**src/rtl/disp_source_arbiter.sv**
```systemverilog
// Display source arbiter: picks one of NUM_SRC 7-seg bundles from a mode->source map,
// with timed, cancellable overlays and blanking while the machine is off.
module disp_source_arbiter #(
  parameter int NUM_SRC = 4,
  parameter int SRC_W = 2,
  parameter int MODE_W = 3,
  parameter logic [(2**MODE_W)*SRC_W-1:0] MODE_MAP = 16'h5A40,
  parameter int OVL_TICKS = 5,
  parameter int CNT_W = 4
) (
  input  logic                 clk,
  input  logic                 rst,
  input  logic                 machine_state,
  input  logic [MODE_W-1:0]    mode_state,
  input  logic                 tick,
  input  logic [NUM_SRC-1:0]   ovl_req,
  input  logic                 ovl_cancel,
  input  logic [NUM_SRC*8-1:0] src_digit1,
  input  logic [NUM_SRC*8-1:0] src_digit2,
  input  logic [NUM_SRC*8-1:0] src_tube_sel,
  output logic [7:0]           digit1,
  output logic [7:0]           digit2,
  output logic [7:0]           tube_sel,
  output logic [SRC_W-1:0]     active_src,
  output logic                 ovl_active
);

  localparam bit OVL_EN = (OVL_TICKS != 0);
  localparam logic [CNT_W-1:0] CNT_LOAD = CNT_W'(OVL_TICKS);
  localparam logic [CNT_W-1:0] CNT_ONE = CNT_W'(1);

  typedef enum logic [1:0] {ST_OFF, ST_BASE, ST_OVERLAY} state_t;

  state_t            state_reg, state_next;
  logic [CNT_W-1:0]  cnt_reg, cnt_next;
  logic [SRC_W-1:0]  ovl_src_reg, ovl_src_next;

  logic [SRC_W-1:0]  mode_map_arr [2**MODE_W];
  logic [SRC_W-1:0]  req_idx;
  logic              req_any;

  logic [SRC_W-1:0]  sel_src;
  logic              show;
  logic [7:0]        digit1_next, digit2_next, tube_sel_next;
  logic [SRC_W-1:0]  active_src_next;
  logic              ovl_active_next;

  for (genvar gi = 0; gi < 2**MODE_W; gi++) begin : g_map
    assign mode_map_arr[gi] = MODE_MAP[gi*SRC_W +: SRC_W];
  end

  assign req_any = |ovl_req;

  // Lowest set request bit wins.
  always_comb begin
    req_idx = '0;
    for (int s = NUM_SRC - 1; s >= 0; s--) begin
      if (ovl_req[s]) req_idx = SRC_W'(s);
    end
  end

  always_ff @(posedge clk or negedge rst) begin
    if (!rst) begin
      state_reg   <= ST_OFF;
      cnt_reg     <= '0;
      ovl_src_reg <= '0;
    end else begin
      state_reg   <= state_next;
      cnt_reg     <= cnt_next;
      ovl_src_reg <= ovl_src_next;
    end
  end

  always_comb begin
    state_next   = state_reg;
    cnt_next     = cnt_reg;
    ovl_src_next = ovl_src_reg;
    case (state_reg)
      ST_OFF: begin
        if (machine_state) state_next = ST_BASE;
      end
      ST_BASE: begin
        if (!machine_state) begin
          state_next = ST_OFF;
        end else if (OVL_EN && req_any) begin
          state_next   = ST_OVERLAY;
          ovl_src_next = req_idx;
          cnt_next     = CNT_LOAD;
        end
      end
      ST_OVERLAY: begin
        if (!machine_state) begin
          state_next   = ST_OFF;
          cnt_next     = '0;
          ovl_src_next = '0;
        end else if (ovl_cancel) begin
          state_next = ST_BASE;
          cnt_next   = '0;
        end else if (req_any) begin
          ovl_src_next = req_idx;
          cnt_next     = CNT_LOAD;
        end else if (tick) begin
          if (cnt_reg == CNT_ONE) begin
            state_next = ST_BASE;
            cnt_next   = '0;
          end else begin
            cnt_next = cnt_reg - CNT_ONE;
          end
        end
      end
      default: begin
        state_next   = ST_OFF;
        cnt_next     = '0;
        ovl_src_next = '0;
      end
    endcase
  end

  // Selection follows the next state so outputs move on the same edge as the state.
  always_comb begin
    sel_src         = '0;
    show            = 1'b0;
    digit1_next     = '0;
    digit2_next     = '0;
    tube_sel_next   = '0;
    case (state_next)
      ST_BASE: begin
        sel_src = mode_map_arr[mode_state];
        show    = 1'b1;
      end
      ST_OVERLAY: begin
        sel_src = ovl_src_next;
        show    = 1'b1;
      end
      default: begin
        sel_src = '0;
        show    = 1'b0;
      end
    endcase
    // Out-of-range map entries match no source and therefore stay blank.
    for (int s = 0; s < NUM_SRC; s++) begin
      if (show && sel_src == SRC_W'(s)) begin
        digit1_next   = src_digit1[s*8 +: 8];
        digit2_next   = src_digit2[s*8 +: 8];
        tube_sel_next = src_tube_sel[s*8 +: 8];
      end
    end
    active_src_next = show ? sel_src : '0;
    ovl_active_next = (state_next == ST_OVERLAY);
  end

  always_ff @(posedge clk or negedge rst) begin
    if (!rst) begin
      digit1     <= '0;
      digit2     <= '0;
      tube_sel   <= '0;
      active_src <= '0;
      ovl_active <= 1'b0;
    end else begin
      digit1     <= digit1_next;
      digit2     <= digit2_next;
      tube_sel   <= tube_sel_next;
      active_src <= active_src_next;
      ovl_active <= ovl_active_next;
    end
  end

endmodule

```
**config.mk**
```make
export PLATFORM = sky130hd
export DESIGN_NAME = disp_source_arbiter
export DESIGN_NICKNAME = d
export VERILOG_FILES = /design/src/rtl/disp_source_arbiter.sv
export SDC_FILE = /design/constraint.sdc
export NUM_CORES = 1
export LEC_CHECK = 0
export CORE_ASPECT_RATIO = 0.8
export CORE_MARGIN = 8
export CORE_UTILIZATION = 31
export CTS_CLUSTER_SIZE = 20
export DETAILED_ROUTE_END_ITERATION = 8
export GPL_ROUTABILITY_DRIVEN = 1
export HOLD_SLACK_MARGIN = 0.03
export PLACE_DENSITY = 0.75
export SETUP_SLACK_MARGIN = 0.4
export SLEW_MARGIN = 15
export SYNTH_ARGS = -nofsm -noshare
export SYNTH_HDL_FRONTEND = slang
export SYNTH_SLANG_ARGS = --single-unit
```
**constraint.sdc**
```tcl
create_clock -name clk -period 3.1 [get_ports clk]
set_clock_uncertainty 0.2 [all_clocks]
set_input_delay 0.31 -clock clk [delete_from_list [all_inputs] [get_ports clk]]
set_output_delay 0.31 -clock clk [all_outputs]
set_load 0.005 [all_outputs]
```
==> results summary <==
The signed area change from the synthesized netlist to the final layout came out at 89.4%. With fillers left out, the area of the finished cells amounts to 0.00418 mm2. The static leakage is about 0.0020 uW. For this design the ratio of total power to cell area is 689 mW/mm2. The top cell types in the final layout, fill and taps aside, are sky130_fd_sc_hd__clkdlybuf4s50_1 (131), sky130_fd_sc_hd__mux2i_1 (46), sky130_fd_sc_hd__dfrtp_1 (35). The number of nets in the finished design is slightly below 500. The longest individual stage delay on the worst path is 0.40 ns.

The average instance area after synthesis came out at approximately 10 um2. Global routing used between 10% and 20% of the available tracks across all layers. The setup path with the least slack is of type reg -> reg. The switching share of total power came out at between 30% and 40%. The number of failing hold endpoints at the final stage came to 0. The leftover overflow at the end of global routing is 0.

The initial standard-cell utilization of the core came out at between 30% and 40%. Leaving out fill and tap cells, the most frequent cell in the layout is sky130_fd_sc_hd__clkdlybuf4s50_1. The die span in y is just over 90 um. The number of search-and-repair iterations in the first detailed-routing pass is 4.

Headroom to the max-slew limit came out at between 40% and 50%. The final-report setup violation count came out at 0. The worst reg2reg path depth is 16. Counting flops with an async set or reset pin after synthesis yields a share of 100%.

For this run, the leading register cell type out of synthesis is sky130_fd_sc_hd__dfrtp_1. The tree is rooted in a sky130_fd_sc_hd__clkbuf_8. The H-tree was split into 2 levels. The run finished with clean final reports. The number of global-route vias before repair is ~2.4k. The number of cells on the critical path came out at 16. The chip width is around 110 um. The area used by multi-input combinational logic came out at between 0.001 and 0.0015 mm2. The power dissipated by switching net loads came out at 993 uW.

The share of synthesized area occupied by flip-flops and latches came out at roughly 40%. The family with the most delay on the worst path is compound AO/OA/AOI/OAI gates. The highest clock frequency the design can meet is around 320 MHz. The actual transition at the worst max-transition pin came out at 0.767 ns. The placed standard-cell area is around 0.0038 mm2. The die footprint came out at 0.0101 mm2.

After the first detailed-routing iteration, the DRC count stood at 58. The share of post-route cells with drive strength above 1 is a little under a fifth. Sequential cells account for 23.1% of the total power.

The internal portion of the total power is 1890 uW. The core region is a little under 0.007 mm2. Counting every instance in the synthesized netlist gives ~210. The antenna cell count came out at 0.

On the critical path, the stage with the largest delay is an instance of sky130_fd_sc_hd__dfrtp_1. The critical path contains buffers and inverters numbering 3 combined. The post-route total power is roughly 2900 uW.

Setup repair after global routing could not meet its margin everywhere. The deepest clock path buffer count is 2. The worst-case vdd ir drop is 0.422 mV.

The post-synthesis instance area is ~0.0022 mm2. Clock-pin slew was measured on the worst setup and hold paths at around 0.07 ns. The detailed-route vias per instance came out at ~5.0. The share of total power dissipated in combinational logic is between 60% and 70%. The largest registers in the layout are digit1 (8), digit2 (8), tube_sel (8).

Summed over all failing endpoints, the final setup total negative slack is 0 ns. The worst reg2reg path startpoint is cnt_reg[1]. The average detailed-routed wire length per instance is 17.7 um. The period utilization is between 90 and 100%. The routed via count came out at between 2k and 2.5k. The startpoint type of the worst setup path is a flip-flop. Counting distinct cell types in the post-synthesis netlist gives between 40 and 50. The worst setup path is captured at a flip-flop. The number of max-cap violations came out at 0. The part of the total power dissipated in the clock network came out at between 15 and 20%. The time the final worst path needs with I/O delays and setup is 3.09 ns. The number of flops mapped to enable cells by yosys came out at 0. The most critical setup path has its startpoint at cnt_reg[1]. The signal on the critical path passes through inv_2 -> ha_4 -> nor3b_4 -> buf_6 -> a31oi_4 -> a21oi_1 -> nand2_1 -> o211ai_1 -> a21oi_2 -> ha_2 -> nor2b_1 -> o311ai_2 -> o41ai_4 -> or3_4 -> buf_12 -> o22ai_2. The final estimated routing congestion in global placement came out at ~0.9. The worst register-to-register path ends at tube_sel[7]. The HPWL after detailed placement is between 6000 and 7000 um. The capturing instance or port of the critical path is tube_sel[7]. The standard-cell row count is 27. The post-synth net total came out at between 300 and 400.

~140 I/O pins were placed. The data arrival time of the worst path came out at approximately 3 ns. Input and output buffers added on the ports amount to ~130. In this run the worst hold path is classified as reg -> reg. The clock latency at the later pin of the worst-skew pair is around 0.28 ns.

Along the worst path, the maximum fanout reaches 23. The slack of the worst reg-to-reg path came out at around 0.0086 ns. TritonCTS built the clock tree.

The area of all sequential standard cells came out at around 880 um2. The initial antenna violation count came out at 0. The wire length of the first global-routing pass came out at 12000 um. The number of clock sinks is 35. The count of nets left with antenna violations once routing finished came out at 0. The fill cell instance count of the final layout came out at 607. The count of final max-slew check failures is 0.

The remaining routing DRC violations came out at 0. The number of register bits inferred by synthesis came out at 35. The synthesis warning total is 0. The required time of the critical path is about 3.1 ns. The pin count of the biggest net entering global routing came out at 36. The routed design has 8150 um of wire.

The number of clock buffers inserted by TritonCTS is 5.
layout make-up:
type | count | area share, %
repair buffers | 167 | 40.1
multi-input cells | 155 | 32.2
flip-flops and latches | 35 | 20.9
well taps | 87 | 2.60
clock buffers | 5 | 1.65
clock inverters | 3 | 1.62
inverters | 9 | 0.808
cell usage after synthesis (2+ instances only):
master | count | area, um2
sky130_fd_sc_hd__o211ai_1 | 2 | 15.0
sky130_fd_sc_hd__nor2b_1 | 3 | 18.8
sky130_fd_sc_hd__o21ai_0 | 8 | 40.0
sky130_fd_sc_hd__a21oi_1 | 8 | 40.0
sky130_fd_sc_hd__nand2b_1 | 5 | 31.3
sky130_fd_sc_hd__ha_1 | 8 | 100
sky130_fd_sc_hd__dfrtp_1 | 35 | 876
sky130_fd_sc_hd__nor2_1 | 13 | 48.8
sky130_fd_sc_hd__o31ai_1 | 2 | 15.0
sky130_fd_sc_hd__o22ai_2 | 8 | 100
sky130_fd_sc_hd__inv_1 | 9 | 33.8
sky130_fd_sc_hd__nor3_1 | 3 | 15.0
sky130_fd_sc_hd__mux2i_1 | 46 | 460
sky130_fd_sc_hd__a31oi_1 | 2 | 12.5
sky130_fd_sc_hd__a311oi_1 | 2 | 17.5
sky130_fd_sc_hd__or3_1 | 2 | 12.5
sky130_fd_sc_hd__nand2_1 | 9 | 33.8
sky130_fd_sc_hd__o22ai_1 | 16 | 100
sky130_fd_sc_hd__buf_4 | 3 | 22.5
sky130_fd_sc_hd__buf_2 | 6 | 30.0
sky130_fd_sc_hd__clkbuf_1 | 3 | 11.3
power groups by stage:
stage | clock network, uW | registers [uW] | logic, uW
global route | 517 | 677 | 1860
finish | 490 | 664 | 1730
detailed placement | 0 | 670 | 1560
global placement | 0 | 668 | 1520
floorplan | 0 | 679 | 863
CTS | 501 | 664 | 1690
layer usage:
layer  routed length (um)  GRT usage, %
met5                    0             0
met4                   42          2.33
met3                  813          5.79
met2                 4110          26.2
met1                 3190          17.0
how the worst min path moves through the flow:
stage                          end  cells after the start  slack (ns)           start
floorplan            active_src[0]                      0       -0.19             rst
global placement        cnt_reg[1]                      1        0.23             rst
detailed placement      cnt_reg[1]                      1        0.24             rst
CTS                     cnt_reg[3]                      2        0.38      cnt_reg[3]
global route        ovl_src_reg[1]                      2        0.44  ovl_src_reg[1]
finish              ovl_src_reg[1]                      2        0.40  ovl_src_reg[1]
tightest hold or removal path, cell delays in order, from the launching register on:
cell and delay (ns):
sky130_fd_sc_hd__dfrtp_1 0.37, sky130_fd_sc_hd__nand2b_1 0.07, sky130_fd_sc_hd__a2bb2oi_1 0.11
per-stage QoR:
| step | utilization [%] | hold WS [ns] | worst slack (ns) | cells |
|---|---|---|---|---|
| after floorplan | - | -0.186 | 0.123 | 213 |
| after global placement | 55.6 | 0.227 | -0.170 | 445 |
| final | 60.7 | 0.403 | 0.00858 | 461 |
| after detailed placement | 55.6 | 0.240 | -0.304 | 445 |
| after CTS | 59.8 | 0.380 | 0.0549 | 458 |
| after global routing | 60.7 | 0.443 | -0.137 | 461 |
cells by family (layout without fill, tap and decap cells):
family          after synthesis  after routing  share of synthesized area [%]
compound gates               60             60                           20.3
simple gates                 41             41                           9.01
flops                        35             35                           39.7
buf+inv                      23            184                           5.61
mux                          46             46                           20.8
fa+ha+maj                     8              8                           4.53
what timing repair did:
item,4_1_cts,5_1_grt
pin swaps,6,0
buffers inserted,3,2
endpoints found under the hold margin,35,0
gates resized for setup,21,5
cloned,1,1
hold buffers,1,0
setup endpoints to repair,25,25
Power figures use the tool's default switching activity.
